$ cat config.mk
export PLATFORM = sky130hd
export DESIGN_NAME = fetch_fifo_rvc_flat
export DESIGN_NICKNAME = d
export VERILOG_FILES = /design/src/rtl/fetch_fifo_rvc_if.sv /design/src/rtl/fetch_fifo_rvc.sv /design/src/flat_wrapper.sv
export SDC_FILE = /design/constraint.sdc
export NUM_CORES = 1
export LEC_CHECK = 0
export BUFFER_PORTS_ARGS = -buffer_cell sky130_fd_sc_hd__clkbuf_2
export CAP_MARGIN = 20
export CORE_MARGIN = 3
export CORE_UTILIZATION = 59
export DETAILED_ROUTE_END_ITERATION = 8
export HOLD_SLACK_MARGIN = 0.15
export PLACE_DENSITY = 0.81
export SLEW_MARGIN = 5
export SYNTH_ARGS = -nofsm -noshare
export SYNTH_HDL_FRONTEND = slang
export SYNTH_SLANG_ARGS = --single-unit
$ cat constraint.sdc
create_clock -name clk_i -period 6.1 [get_ports clk_i]
set_input_delay 0.305 -clock clk_i [delete_from_list [all_inputs] [get_ports clk_i]]
set_output_delay 0.305 -clock clk_i [all_outputs]
set_load 0.02 [all_outputs]
$ cat src/rtl/fetch_fifo_rvc_if.sv
// ----------------------------------------------------------------------------
// fetch_fifo_rvc_if
// Bundles the two handshakes of the RVC-aware fetch FIFO:
//   in_*  : fetch word from the IMEM fetch port (valid/ready, data, address, error)
//   out_* : re-aligned instruction towards decode (valid/ready, data, PC,
//           compressed flag, error tag)
// Modports:
//   master : the environment (drives the fetch side, consumes instructions)
//   slave  : the FIFO itself
// ----------------------------------------------------------------------------
interface fetch_fifo_rvc_if;
    logic        in_valid;
    logic        in_ready;
    logic [31:0] in_rdata;
    logic [31:0] in_addr;
    logic        in_err;
    logic        out_valid;
    logic        out_ready;
    logic [31:0] out_rdata;
    logic [31:0] out_addr;
    logic        out_compressed;
    logic        out_err;

    modport master (
        output in_valid, in_rdata, in_addr, in_err, out_ready,
        input  in_ready, out_valid, out_rdata, out_addr, out_compressed, out_err
    );

    modport slave (
        input  in_valid, in_rdata, in_addr, in_err, out_ready,
        output in_ready, out_valid, out_rdata, out_addr, out_compressed, out_err
    );
endinterface

$ cat src/rtl/fetch_fifo_rvc.sv
// ----------------------------------------------------------------------------
// fetch_fifo_rvc
// Instruction fetch FIFO that stores 32-bit fetch words as 16-bit halfwords and
// presents whole 16/32-bit RISC-V instructions (RVC aware) to decode, together
// with their PC, a compressed flag and a fetch-error tag.
// Ports:
//   clk_i        clock, all state changes on the rising edge
//   rst_i        synchronous active-high reset
//   clear_i      flush (redirect); the next push reloads the PC
//   bus          fetch_fifo_rvc_if.slave: fetch-side and decode-side handshakes
//   occupancy_o  number of valid halfwords stored
// Parameters:
//   DEPTH        capacity in 32-bit words (2*DEPTH halfword slots), >= 2
// ----------------------------------------------------------------------------
module fetch_fifo_rvc #(
    parameter int DEPTH = 4
) (
    input  logic                           clk_i,
    input  logic                           rst_i,
    input  logic                           clear_i,
    fetch_fifo_rvc_if.slave                bus,
    output logic [$clog2(2*DEPTH+1)-1:0]   occupancy_o
);
    localparam int NSLOT = 2 * DEPTH;
    localparam int OCC_W = $clog2(2 * DEPTH + 1);

    // Halfword queue; slot 0 is the head. Slots at index >= occ_r are stale.
    logic [15:0]      hw_r  [NSLOT];
    logic             err_r [NSLOT];
    logic [OCC_W-1:0] occ_r;
    logic [31:0]      pc_r;
    logic             pc_loaded_r;

    logic             slot0_vld_s;
    logic             slot1_vld_s;
    logic             compressed_s;
    logic             single_s;
    logic             out_valid_s;
    logic             in_ready_s;
    logic             push_s;
    logic             pop_s;
    logic             half_start_s;
    logic [1:0]       push_n_s;
    logic [1:0]       pop_n_s;
    logic [OCC_W-1:0] occ_nxt_s;
    int               base_s;

    // Two zero pad slots so the shift-down can always read i+1 / i+2.
    logic [15:0]      hw_ext_s  [NSLOT+2];
    logic             err_ext_s [NSLOT+2];
    logic [15:0]      hw_sh_s   [NSLOT];
    logic             err_sh_s  [NSLOT];
    logic [15:0]      hw_nxt_s  [NSLOT];
    logic             err_nxt_s [NSLOT];

    assign slot0_vld_s  = (occ_r != OCC_W'(0));
    assign slot1_vld_s  = (occ_r >  OCC_W'(1));
    assign compressed_s = (hw_r[0][1:0] != 2'b11);
    // An errored head is retired alone, never waiting for a second half.
    assign single_s     = compressed_s | err_r[0];

    assign out_valid_s  = ~clear_i & ((slot0_vld_s & compressed_s) |
                                      (slot0_vld_s & slot1_vld_s) |
                                      (slot0_vld_s & err_r[0]));
    // Ready depends on registered occupancy only, never on out_ready.
    assign in_ready_s   = ~clear_i & (occ_r <= OCC_W'(NSLOT - 2));

    assign push_s       = bus.in_valid & in_ready_s & ~clear_i;
    assign pop_s        = out_valid_s & bus.out_ready;
    // First push after reset/clear at a halfword-aligned address skips hw0.
    assign half_start_s = ~pc_loaded_r & bus.in_addr[1];

    assign push_n_s     = push_s ? (half_start_s ? 2'd1 : 2'd2) : 2'd0;
    assign pop_n_s      = pop_s  ? (single_s     ? 2'd1 : 2'd2) : 2'd0;
    assign occ_nxt_s    = occ_r + OCC_W'(push_n_s) - OCC_W'(pop_n_s);
    // Pushed halfwords land right after the survivors of this cycle's pop.
    assign base_s       = int'(occ_r) - int'(pop_n_s);

    assign bus.in_ready       = in_ready_s;
    assign bus.out_valid      = out_valid_s;
    assign bus.out_rdata      = single_s ? {16'h0000, hw_r[0]} : {hw_r[1], hw_r[0]};
    assign bus.out_addr       = pc_r;
    assign bus.out_compressed = compressed_s;
    assign bus.out_err        = single_s ? err_r[0] : (err_r[0] | err_r[1]);
    assign occupancy_o        = occ_r;

    // Padded copy of the queue used as the shift source.
    always_comb begin
        for (int i = 0; i < NSLOT; i++) begin
            hw_ext_s[i]  = hw_r[i];
            err_ext_s[i] = err_r[i];
        end
        hw_ext_s[NSLOT]    = 16'h0000;
        err_ext_s[NSLOT]   = 1'b0;
        hw_ext_s[NSLOT+1]  = 16'h0000;
        err_ext_s[NSLOT+1] = 1'b0;
    end

    // Next queue contents: shift down by the popped count, then append the push.
    always_comb begin
        for (int i = 0; i < NSLOT; i++) begin
            case (pop_n_s)
                2'd1: begin
                    hw_sh_s[i]  = hw_ext_s[i+1];
                    err_sh_s[i] = err_ext_s[i+1];
                end
                2'd2: begin
                    hw_sh_s[i]  = hw_ext_s[i+2];
                    err_sh_s[i] = err_ext_s[i+2];
                end
                default: begin
                    hw_sh_s[i]  = hw_ext_s[i];
                    err_sh_s[i] = err_ext_s[i];
                end
            endcase
            if (push_s && (i == base_s)) begin
                hw_nxt_s[i]  = half_start_s ? bus.in_rdata[31:16] : bus.in_rdata[15:0];
                err_nxt_s[i] = bus.in_err;
            end else if (push_s && !half_start_s && (i == base_s + 1)) begin
                hw_nxt_s[i]  = bus.in_rdata[31:16];
                err_nxt_s[i] = bus.in_err;
            end else begin
                hw_nxt_s[i]  = hw_sh_s[i];
                err_nxt_s[i] = err_sh_s[i];
            end
        end
    end

    // Queue, occupancy and PC registers; reset beats clear, clear beats push/pop.
    always_ff @(posedge clk_i) begin
        if (rst_i) begin
            occ_r       <= OCC_W'(0);
            pc_r        <= 32'h0000_0000;
            pc_loaded_r <= 1'b0;
            for (int i = 0; i < NSLOT; i++) begin
                hw_r[i]  <= 16'h0000;
                err_r[i] <= 1'b0;
            end
        end else if (clear_i) begin
            occ_r       <= OCC_W'(0);
            pc_r        <= pc_r;
            pc_loaded_r <= 1'b0;
        end else begin
            occ_r <= occ_nxt_s;
            for (int i = 0; i < NSLOT; i++) begin
                hw_r[i]  <= hw_nxt_s[i];
                err_r[i] <= err_nxt_s[i];
            end
            // A pop cannot coincide with the loading push: the queue is empty then.
            if (push_s && !pc_loaded_r) begin
                pc_r <= bus.in_addr;
            end else if (pop_s) begin
                pc_r <= pc_r + (single_s ? 32'd2 : 32'd4);
            end else begin
                pc_r <= pc_r;
            end
            pc_loaded_r <= pc_loaded_r | push_s;
        end
    end
endmodule

$ cat src/flat_wrapper.sv
// flat-port wrapper written by rule: the top's interface ports become plain ports
module fetch_fifo_rvc_flat 
#(
    parameter int DEPTH = 4
)
  (clk_i, rst_i, clear_i, occupancy_o, bus_in_valid, bus_in_rdata, bus_in_addr, bus_in_err, bus_out_ready, bus_in_ready, bus_out_valid, bus_out_rdata, bus_out_addr, bus_out_compressed, bus_out_err);
  fetch_fifo_rvc_if bus_i ();
  input  logic clk_i;
  input  logic rst_i;
  input  logic clear_i;
  output logic [$clog2(2*DEPTH+1)-1:0] occupancy_o;
  input wire logic [$bits(bus_i.in_valid)-1:0] bus_in_valid;
  input wire logic [$bits(bus_i.in_rdata)-1:0] bus_in_rdata;
  input wire logic [$bits(bus_i.in_addr)-1:0] bus_in_addr;
  input wire logic [$bits(bus_i.in_err)-1:0] bus_in_err;
  input wire logic [$bits(bus_i.out_ready)-1:0] bus_out_ready;
  output wire logic [$bits(bus_i.in_ready)-1:0] bus_in_ready;
  output wire logic [$bits(bus_i.out_valid)-1:0] bus_out_valid;
  output wire logic [$bits(bus_i.out_rdata)-1:0] bus_out_rdata;
  output wire logic [$bits(bus_i.out_addr)-1:0] bus_out_addr;
  output wire logic [$bits(bus_i.out_compressed)-1:0] bus_out_compressed;
  output wire logic [$bits(bus_i.out_err)-1:0] bus_out_err;
  assign bus_i.in_valid = bus_in_valid;
  assign bus_i.in_rdata = bus_in_rdata;
  assign bus_i.in_addr = bus_in_addr;
  assign bus_i.in_err = bus_in_err;
  assign bus_i.out_ready = bus_out_ready;
  assign bus_in_ready = bus_i.in_ready;
  assign bus_out_valid = bus_i.out_valid;
  assign bus_out_rdata = bus_i.out_rdata;
  assign bus_out_addr = bus_i.out_addr;
  assign bus_out_compressed = bus_i.out_compressed;
  assign bus_out_err = bus_i.out_err;
  fetch_fifo_rvc #(.DEPTH(DEPTH)) u_core (.clk_i(clk_i), .rst_i(rst_i), .clear_i(clear_i), .bus(bus_i), .occupancy_o(occupancy_o));
endmodule
==> results_dict.tcl <==
set metrics [dict create \
    cts_max_level 4 \
    finalSetupViolations 0 \
    synthFlopType "edfxtp_1" \
    timing.critical_path.arrival_ps 5860 \
    net_count_synth 1357 \
    synth-warning-count 0 \
    timing_max_transition_violations_final 0 \
    grt_pass1_vias 9611 \
    yosysSeqAreaShare 0.436 \
    place.detailed.hpwl_um 21300 \
    synthesized_area_per_cell_sq_um 8.72 \
    design_power_total_mw 3.53 \
    clock_insertion_delay_worst_skew_ps 430 \
    tritoncts "yes" \
    hold_viol_final 0 \
    clock_path_buffers 2 \
    worst_ep_required_time_ps 6160 \
    clock.fmax_mhz 173 \
    postSynthRegisterBits 173 \
    reg2reg_to "u_core.hw_r[1][47]$_SDFFCE_PP0P_" \
    first_iter_violations 1192 \
    grt_first_pass_wirelength_um 48200 \
    critPathCaptureType "register" \
    peakVddDrop_uv 210 \
    flow.area_growth_from_synthesis_pct 13.1 \
    total_setup_buffers_inserted_after_cts 0 \
    post_dr_vias_cell 6.43 \
    die_height_um 143 \
    critical_path_class "reg2reg" \
    synth_cells 1269 \
    numPortBuffers 141 \
    area_inside_the_core_boundary_sq_um 18200 \
    ctsRootBufferMaster "clkbuf_16" \
    max_cap_violations 0 \
    min-delay-start "bus_in_addr[4]" \
    detail_route.drc_violations 0 \
    setup_total_negative_slack_ps 0 \
    min_path_type "in2reg" \
    timing.final.crit_share 0.950 \
    count_of_flip_flops_with_a_built_in_enable_after_synthesis 136 \
    finalWirelength_um 30000 \
    timing.critical_path.fanout_max 18 \
    detailroute.via_count 10200 \
    asyncSetResetFlopFracSynth 0 \
    worst_clock_skew_ps 14.0 \
    routedWlPerCell_um 18.9 \
    num_antenna_cells 0 \
    timing_worst_slew_pin_value_ps 1000 \
    worst-r2r-cell-count 21 \
    die_w_um 143 \
    dieArea_sq_um 20400 \
    min_path_cells 3 \
    global_route.usage.total 0.289 \
    length_of_the_first_detailed_routing_pass_in_iterations 6 \
    slew_headroom 0.332 \
    ios 142 \
    nets_final 1439 \
    power.net_switching_mw 1.17 \
    switching_share 0.330 \
    combinationalPowerShare 0.253 \
    reg2reg_setup_slack_ps 300 \
    hold_end "u_core.bus.out_addr[4]$_SDFFE_PP0P_" \
    layout-drive-gt1-share 0.163 \
    cts-buffers-inserted 17 \
    seq_power_share 0.441 \
    min_period_ps 5800 \
    clock-sinks 173 \
    grt_start_max_net_pins 71 \
    power_density_nw_per_um2 282 \
    p_leak_nw 5.08 \
    startpoint_type "register" \
    outcome "finished clean" \
    antenna_found_initial 0 \
    ant_nets 0 \
    cellInternalPower_mw 2.37 \
    clk_pin_slew_ps 70 \
    synth_cell_type_count 55 \
    grt_overflow 0 \
    hold_slack_ps 146 \
    finalWeightedCongestion 0.870 \
    syn-cell-area_sq_um 11100 \
    floorplan.rows 49 \
    initial_utilization 0.608 \
    pwr-share-clk 0.306 \
    crit-reg2reg-launch "u_core.occupancy_o[3]$_SDFF_PN0_" \
    rsz0062_at_grt "no" \
]
==> through the flow <==
stage / setup WS [ps] / cell area [sq um] / util / std cells
after floorplan: 373 / 11100 / - / 1269
final: 304 / 12500 / 0.687 / 1593
after global routing: 41.8 / 12500 / 0.687 / 1593
after detailed placement: 329 / 11700 / 0.642 / 1537
after global placement: 549 / 11700 / 0.642 / 1537
after CTS: 294 / 12500 / 0.684 / 1589
==> cell usage in the layout, fill, tap and decap left out, types with 6 or more instances in the layout <==
cell | synthesis | layout
or3_1 | 19 | 19
dfxtp_1 | 37 | 37
nand3_1 | 31 | 30
a311oi_1 | 9 | 9
clkbuf_16 | 0 | 17
nand4_1 | 8 | 8
nor2_1 | 174 | 173
buf_4 | 18 | 27
nor3_1 | 35 | 35
or2_2 | 6 | 6
and2_1 | 18 | 18
o22ai_1 | 49 | 49
edfxtp_1 | 136 | 136
clkbuf_2 | 0 | 141
a22oi_1 | 26 | 26
a21oi_1 | 52 | 52
mux2i_1 | 76 | 76
xnor2_1 | 18 | 18
o211ai_1 | 18 | 18
o21ai_0 | 144 | 143
ha_1 | 14 | 14
nand2_1 | 139 | 138
a211oi_1 | 30 | 30
nand2b_1 | 12 | 11
inv_1 | 19 | 19
a221oi_1 | 16 | 16
xor2_1 | 6 | 6
dlygate4sd3_1 | 0 | 20
==> logic make-up after synthesis <==
family,share of synthesized area
and+or+nand+nor,0.197
AOI/OAI and AO/OA,0.195
DFF,0.436
buffers and inverters,0.0613
muxes,0.0687
xor gates and xnor gates,0.0190
adders and majority gates,0.0231
==> cell type report <==
| cell class | count | area, sq um |
|---|---|---|
| Inverter | 21 | 78.8 |
| Timing Repair Buffer | 191 | 1160 |
| Fill cell | 1396 | 5690 |
| Multi-Input combinational cell | 947 | 5600 |
| Clock inverter | 13 | 139 |
| Tap cell | 229 | 287 |
| Clock buffer | 19 | 433 |
| Sequential cell | 173 | 4820 |
==> worst max-delay path, stage by stage, from the launching register on <==
cell and delay (ps):
dfxtp_1 480, inv_2 100, ha_1 200, nand2b_1 150, a21oi_1 80, nand2b_1 170, nor2_1 100, ha_1 230
inv_1 90, fa_1 430, or3_1 320, nor3_1 220, or2_2 210, nand3_1 100, ha_1 330, and4bb_2 280
nor4bb_1 500, nand2_1 320, nor3_2 210, buf_4 260, nor2_1 90, nand2_1 540
==> synth_stat cells (3+ instances only) <==
master / n / area (sq um)
nor2_1: 174 / 653
o21ai_0: 144 / 721
nand2_1: 139 / 522
edfxtp_1: 136 / 4080
mux2i_1: 76 / 761
clkbuf_1: 75 / 282
a21oi_1: 52 / 260
o22ai_1: 49 / 307
dfxtp_1: 37 / 741
nor3_1: 35 / 175
nand3_1: 31 / 155
a211oi_1: 30 / 225
a22oi_1: 26 / 195
buf_2: 23 / 115
inv_1: 19 / 71.3
or3_1: 19 / 119
and2_1: 18 / 113
buf_4: 18 / 135
o211ai_1: 18 / 135
xnor2_1: 18 / 158
a221oi_1: 16 / 140
ha_1: 14 / 175
nand2b_1: 12 / 75.1
a311oi_1: 9 / 78.8
buf_1: 9 / 33.8
nand4_1: 8 / 50.1
or2_2: 6 / 37.5
xor2_1: 6 / 52.6
and4_1: 5 / 43.8
nor2b_1: 5 / 31.3
nor4_1: 5 / 31.3
fa_1: 4 / 80.1
buf_6: 3 / 33.8
nor3_2: 3 / 30.0
or4_1: 3 / 22.5
==> power groups by stage <==
| stage | clock (mW) | sequential (mW) | combinational, mW |
|---|---|---|---|
| CTS | 1.08 | 1.55 | 0.875 |
| detailed placement | 0 | 1.58 | 0.856 |
| global placement | 0 | 1.57 | 0.830 |
| floorplan | 0 | 1.58 | 0.614 |
| finish | 1.08 | 1.56 | 0.894 |
| global route | 1.12 | 1.57 | 0.977 |
==> timing repair <==
item	in CTS	in global routing
hold endpoints to repair	20	0
resized for setup	0	1
hold buffers	20	0
setup endpoints to repair	0	17
==> worst max-delay path by stage <==
stage	startpoint	cells after the start	end	slack [ps]
floorplan	u_core.occupancy_o[2]$_SDFF_PN0_	21	u_core.err_r[1][3]$_SDFFCE_PP0P_	370
global placement	u_core.hw_r[0][1]$_SDFFCE_PN0P_	20	u_core.hw_r[0][59]$_SDFFCE_PN0P_	550
detailed placement	u_core.hw_r[0][1]$_SDFFCE_PN0P_	20	u_core.hw_r[0][61]$_SDFFCE_PN0P_	330
CTS	u_core.hw_r[0][1]$_SDFFCE_PN0P_	20	u_core.hw_r[0][55]$_SDFFCE_PN0P_	290
global route	u_core.occupancy_o[2]$_SDFF_PN0_	21	u_core.hw_r[1][44]$_SDFFCE_PP0P_	40
finish	u_core.occupancy_o[3]$_SDFF_PN0_	21	u_core.hw_r[1][47]$_SDFFCE_PP0P_	300
==> state kept, by name, indices dropped and copies added (netlist names) <==
signal / flops
u_core.bus.out_addr: 32
u_core.err_r: 8
u_core.hw_r: 128
u_core.occupancy_o: 4
u_core.pc_loaded_r: 1
==> layer usage <==
layer  part of all wire  vias up  track usage
met4              0.014        0       0.0730
met2               0.46      692        0.469
met5                  0        -            0
met1               0.41     4716        0.396
met3               0.12       53       0.0666
li1                   -     4783            -
Power figures use the tool's default switching activity.
